`config.mk`:
```
export PLATFORM = sky130hd
export DESIGN_NAME = comparador_serial
export DESIGN_NICKNAME = d
export VERILOG_FILES = /design/src/rtl/cmp_pkg.sv /design/src/rtl/cmp_chunk.sv /design/src/rtl/comparador_serial.sv
export SDC_FILE = /design/constraint.sdc
export NUM_CORES = 1
export LEC_CHECK = 0
export BUFFER_PORTS_ARGS = -buffer_cell sky130_fd_sc_hd__buf_2
export CORE_MARGIN = 2
export CORE_UTILIZATION = 60
export CTS_BUF_LIST = sky130_fd_sc_hd__clkbuf_4
export CTS_CLUSTER_SIZE = 30
export DETAILED_ROUTE_END_ITERATION = 10
export GPL_ROUTABILITY_DRIVEN = 0
export GPL_TIMING_DRIVEN = 0
export MAX_ROUTING_LAYER = met4
export PLACE_DENSITY_LB_ADDON = 0.08
export SYNTH_ARGS = -nofsm -noshare
export SYNTH_HDL_FRONTEND = slang
export SYNTH_HIERARCHICAL = 1
export SYNTH_SLANG_ARGS = --single-unit
```
`constraint.sdc`:
```
create_clock -name clk -period 6.2 [get_ports clk]
set_input_delay 0.31 -clock clk [delete_from_list [all_inputs] [get_ports clk]]
set_output_delay 0.31 -clock clk [all_outputs]
set_load 0.1 [all_outputs]
```
`src/rtl/cmp_pkg.sv`:
```
// cmp_pkg: mode and FSM state encodings shared by the serial comparator.
`default_nettype none

package cmp_pkg;

  localparam logic [2:0] CMP_EQ  = 3'd0;
  localparam logic [2:0] CMP_NE  = 3'd1;
  localparam logic [2:0] CMP_LTU = 3'd2;
  localparam logic [2:0] CMP_GEU = 3'd3;
  localparam logic [2:0] CMP_LTS = 3'd4;
  localparam logic [2:0] CMP_GES = 3'd5;

  localparam logic [1:0] ST_IDLE = 2'd0;
  localparam logic [1:0] ST_BUSY = 2'd1;
  localparam logic [1:0] ST_DONE = 2'd2;

  // Reserved modes (6, 7) yield 0 while the flags stay valid.
  function automatic logic mode_result(input logic [2:0] mode,
                                       input logic       eq,
                                       input logic       lt_u,
                                       input logic       lt_s);
    logic r;
    case (mode)
      CMP_EQ:  r = eq;
      CMP_NE:  r = !eq;
      CMP_LTU: r = lt_u;
      CMP_GEU: r = !lt_u;
      CMP_LTS: r = lt_s;
      CMP_GES: r = !lt_s;
      default: r = 1'b0;
    endcase
    return r;
  endfunction

endpackage

`default_nettype wire

```
`src/rtl/cmp_chunk.sv`:
```
// cmp_chunk: combinational compare of one CHUNK-bit operand slice.
`default_nettype none

module cmp_chunk #(
  parameter int CHUNK = 8
) (
  input  logic [CHUNK-1:0] a_i,
  input  logic [CHUNK-1:0] b_i,
  output logic             ne_o,
  output logic             lt_u_o
);

  assign ne_o   = (a_i != b_i);
  assign lt_u_o = (a_i <  b_i);

endmodule

`default_nettype wire

```
`src/rtl/comparador_serial.sv`:
```
// comparador_serial: multi-cycle EQ/NE/LTU/GEU/LTS/GES comparator, MSB chunk first.
// Optional build macro CMP_EARLY_EXIT_EN ends the scan at the first differing chunk.
`default_nettype none

module comparador_serial
  import cmp_pkg::*;
#(
  parameter int WIDTH = 32,
  parameter int CHUNK = 8
) (
  input  logic             clk,
  input  logic             reset,
  input  logic             start,
  input  logic [2:0]       mode,
  input  logic [WIDTH-1:0] a,
  input  logic [WIDTH-1:0] b,
  output logic             busy,
  output logic             done,
  output logic             result,
  output logic             eq,
  output logic             lt_u,
  output logic             lt_s
);

  localparam int NCHUNK = WIDTH / CHUNK;
  localparam int IDXW   = (NCHUNK > 1) ? $clog2(NCHUNK) : 1;

  generate
    if (WIDTH % CHUNK != 0) begin : g_bad_cfg
      $error("comparador_serial: WIDTH must be a multiple of CHUNK");
    end
  endgenerate

  logic [1:0]       state_q, state_d;
  logic [IDXW-1:0]  idx_q;
  logic [WIDTH-1:0] a_q, b_q;
  logic [2:0]       mode_q;
  logic             diff_q, diff_d;
  logic             ltu_q, ltu_d;
  logic             eq_q, lt_u_q, lt_s_q, result_q;

  logic [CHUNK-1:0] chunk_a, chunk_b;
  logic             chunk_ne, chunk_lt;
  logic             first_diff;
  logic             lts_d;

  assign chunk_a = a_q[int'(idx_q) * CHUNK +: CHUNK];
  assign chunk_b = b_q[int'(idx_q) * CHUNK +: CHUNK];

  cmp_chunk #(.CHUNK(CHUNK)) u_chunk (
    .a_i    (chunk_a),
    .b_i    (chunk_b),
    .ne_o   (chunk_ne),
    .lt_u_o (chunk_lt)
  );

  // Only the most significant differing chunk decides the unsigned order.
  assign first_diff = !diff_q && chunk_ne;
  assign diff_d     = diff_q || chunk_ne;
  assign ltu_d      = first_diff ? chunk_lt : ltu_q;
  assign lts_d      = (a_q[WIDTH-1] != b_q[WIDTH-1]) ? a_q[WIDTH-1] : ltu_d;

  always_ff @(posedge clk) begin
    if (reset) state_q <= ST_IDLE;
    else       state_q <= state_d;
  end

  always_comb begin
    state_d = state_q;
    case (state_q)
      ST_IDLE: if (start) state_d = ST_BUSY;
      ST_BUSY: begin
        if (idx_q == '0) state_d = ST_DONE;
`ifdef CMP_EARLY_EXIT_EN
        if (first_diff) state_d = ST_DONE;
`endif
      end
      ST_DONE: state_d = ST_IDLE;
      default: state_d = ST_IDLE;
    endcase
  end

  always_comb begin
    busy = (state_q != ST_IDLE);
    done = (state_q == ST_DONE);
  end

  always_ff @(posedge clk) begin
    if (reset) begin
      idx_q    <= '0;
      a_q      <= '0;
      b_q      <= '0;
      mode_q   <= '0;
      diff_q   <= 1'b0;
      ltu_q    <= 1'b0;
      eq_q     <= 1'b0;
      lt_u_q   <= 1'b0;
      lt_s_q   <= 1'b0;
      result_q <= 1'b0;
    end else begin
      if (state_q == ST_IDLE && start) begin
        a_q    <= a;
        b_q    <= b;
        mode_q <= mode;
        idx_q  <= IDXW'(NCHUNK - 1);
        diff_q <= 1'b0;
        ltu_q  <= 1'b0;
      end
      if (state_q == ST_BUSY) begin
        diff_q <= diff_d;
        ltu_q  <= ltu_d;
        if (idx_q != '0) idx_q <= idx_q - 1'b1;
        if (state_d == ST_DONE) begin
          eq_q     <= !diff_d;
          lt_u_q   <= ltu_d;
          lt_s_q   <= lts_d;
          result_q <= mode_result(mode_q, !diff_d, ltu_d, lts_d);
        end
      end
    end
  end

  assign result = result_q;
  assign eq     = eq_q;
  assign lt_u   = lt_u_q;
  assign lt_s   = lt_s_q;

endmodule

`default_nettype wire

```
==> flow_summary.yaml <==
run_status:
  status: "complete, no violations"
logic_synthesis:
  synth_fp_nets: 480
  yosysSeqAreaShare_pct: 45.6
  synth_cell_types: 32
  syn_avg_cell_area_sq_um: 8.41
  netlist_area_sq_mm: 0.00338
  synth_top_area_share_pct: 45.6
  ys_seq_elements: 77
  synthCells: 402
  synth.area.top_cells: "dfxtp_1 46%, nand2_1 15%, a21oi_1 11%"
  ys_warn_count: 6
  yosys.area.top_type: "dfxtp_1"
timing:
  relSlewSlack_pct: 56.1
  min_period_ps: 4090
  tns_ps: 0
  setup_violations: 0
  hold_viol: 0
  period_share_pct: 65.9
  worstMarginPinSlew_ps: 659
  rsz0062_at_grt: "false"
  slew_viol_final: 0
  fin_worst_skew_ps: 15.1
  setup_slack_ps: 2110
  max_freq_ghz: 0.245
global_routing:
  overflow: 0
  antenna_found_initial: 0
  grt.total_usage_pct: 29.2
  grt_start_max_net_pins: 13
  grt_pass1_vias: 2917
  grt_pass1_wl_microns: 13500
place:
  dp_cells: 548
  post-dp-hpwl_microns: 6280
  port_buffers: 74
  pre_cts_ws_ps: 2200
setup_path:
  worstSetupEndpointType: "flop"
  cpMostUsedCell: "a21oi_1"
  crit_type: "flop to flop"
  arrival_ps: 4460
  critPathSlowestCell: "buf_1"
  crit_fanout: 10
  critPathMaxStageDelay_ps: 560
  path_cells: "clkbuf_1 > buf_1 > mux4_2 > inv_1 > ha_1 > nor2b_4 > o211ai_2 > a21oi_1 > a2111oi_2 > mux2i_1 > maj3_2 > o32a_1 > a21oi_1"
  crit_buf_inv: 3
  cp.required_ps: 6570
  worst_setup_path_start_kind: "flop"
  path_delay_family: "buffers and inverters"
floorplan:
  fp-row-count: 27
  initial_core_util_pct: 61.8
  die_h_microns: 79.1
  coreArea_sq_mm: 0.00547
  ios: 76
  die_x_microns: 79.1
  die_area_sq_mm: 0.00625
pwr:
  p_seq_share_pct: 47.1
  clkPwrFrac_pct: 28.4
  swShare_pct: 31.1
  p_leak_uw: 0.00164
  switching_power_uw: 369
  power.total_uw: 1190
  p_per_area_mw_per_mm2: 297
  max-vdd-ir-drop_v: 0.000207
  internal_power_uw: 817
  comb_power_share_pct: 24.5
drt:
  highest_layer: "met4"
  wirelength_microns: 8540
  drt_iter0_drc: 178
  met3WireLength_microns: 522
  vias_per_cell: 5.39
  drt-met1-wl_microns: 3720
  wl_met2_microns: 4120
  wl_per_cell_microns: 15.1
  vias: 3042
  antenna_left: 0
  drtPass1Iterations: 5
  remaining_drc_errors: 0
clock_tree:
  cts_tree: "yes"
  clockRootBuffer: "clkbuf_4"
  cts_hold_buf: 0
  cts.clk_slew.worst_paths_ps: 130
  postCtsSetupRepairBufs: 0
  clock-sinks: 77
  cts_buffers: 9
  cts_buffer_depth: 2
  cts-htree-levels: 3
  cts_resized: 0
  clock_latency_ps: 440
cells_and_area:
  syn_to_final_growth_pct: 18.1
  drive_gt1_share_pct: 23.6
  antenna-diode-count: 0
  final_cells: 564
  nets: 565
  post-route-util_pct: 73.0
  fillerInstances: 457
min_path:
  hp-class: "input port to flop"
run:
  cap_violations: 0
-- logic make-up after synthesis --
| family | after synthesis | synth area share [%] |
|---|---|---|
| and+or+nand+nor | 168 | 20.7 |
| buffers and inverters | 41 | 4.81 |
| muxes | 17 | 11.0 |
| DFF | 77 | 45.6 |
| adders and majority gates | 9 | 3.30 |
| xor gates and xnor gates | 1 | 0.259 |
| AOI/OAI and AO/OA | 89 | 14.3 |
-- cells in the final DEF (no fill, tap or decap), types with 2 or more instances in the layout --
master / count
a21oi_1: 77
buf_2: 81
bufinv_16: 2
clkbuf_1: 22
clkbuf_4: 10
clkinv_1: 2
clkinv_2: 2
dfxtp_1: 77
ha_1: 8
inv_1: 11
mux4_2: 16
nand2_1: 139
nand2b_1: 4
nand4_1: 2
nor2_1: 8
nor2b_1: 4
nor2b_4: 2
nor3_1: 2
o21ai_0: 3
o21bai_1: 2
or2_1: 3
-- cells in the mapped netlist --
cell type and instances:
mux4_2 16, a2111oi_2 1, maj3_2 1, o211ai_1 1
nand4_1 2, a41oi_1 1, nor2_1 8, dfxtp_1 77
or3_1 1, buf_1 1, ha_1 8, o32a_1 1
nor3_1 2, a21oi_1 77, nor2b_1 4, nor2b_4 2
o21ai_0 3, or2_1 3, o211ai_2 1, inv_1 11
nand2b_1 4, nand3b_1 1, o21a_1 1, xnor2_1 1
clkbuf_1 22, a21o_1 1, nand2_1 139, nor3b_1 1
mux2i_1 1, nand4b_1 1, o21bai_1 2, buf_2 7
-- path summary, 6_finish.rpt --
| kind | cells past startpoint | slack [ps] | start | endpoint |
|---|---|---|---|---|
| max reg2reg | 13 | 2110 | idx_q[1]$_SDFF_PP0_ | result$_SDFFE_PP0P_ |
| min | 3 | 90 | b[17] | b_q[17]$_SDFFE_PP0P_ |
| max | 13 | 2110 | idx_q[1]$_SDFF_PP0_ | result$_SDFFE_PP0P_ |
| min reg2reg | 2 | 460 | a_q[30]$_SDFFE_PP0P_ | a_q[30]$_SDFFE_PP0P_ |
-- registers in the layout, summed over array words and instances, names as in the netlist, 2 cells and up --
signal / flops
a_q: 32
b_q: 32
idx_q: 2
mode_q: 3
state_q: 2
-- worst reg2reg max path, cell delays in order, from the launching register on --
cell and delay, ps:
dfxtp_1 350, clkbuf_1 520, buf_1 570, mux4_2 430, inv_1 80, ha_1 240
nor2b_4 130, o211ai_2 120, a21oi_1 90, a2111oi_2 440, mux2i_1 240, maj3_2 380
o32a_1 330, a21oi_1 120
-- stage by stage --
| step | area (sq um) | hold WS (ps) |
|---|---|---|
| final | 3990 | 86.6 |
| after global routing | 3990 | 106 |
| after CTS | 3990 | 102 |
| after global placement | 3840 | 438 |
| after detailed placement | 3840 | 445 |
| after floorplan | 3380 | 433 |
-- metal layers --
| layer | global-route usage, % | up-vias |
|---|---|---|
| met2 | 47.9 | 100 |
| met1 | 36.1 | 1402 |
| li1 | - | 1520 |
| met5 | - | - |
| met3 | 5.45 | 20 |
| met4 | 11.6 | 0 |
-- area by class of cell --
cell class / count / area [sq um] / share of cell area, %
multi-input cells: 284 / 1680 / 42.0
flip-flops and latches: 77 / 1540 / 38.6
repair buffers: 74 / 370 / 9.28
plain buffers: 30 / 121 / 3.04
well taps: 72 / 90.1 / 2.26
clock inverters: 6 / 77.6 / 1.94
clock buffers: 10 / 75.1 / 1.88
inverters: 11 / 41.3 / 1.03
-- power by group through the flow --
stage               combinational, uW  clock [uW]  sequential (uW)
finish                            291         337              558
global route                      319         354              563
CTS                               291         336              558
detailed placement                289           0              569
global placement                  282           0              567
floorplan                         197           0              580
No activity file was read; power rests on OpenSTA's default activity.
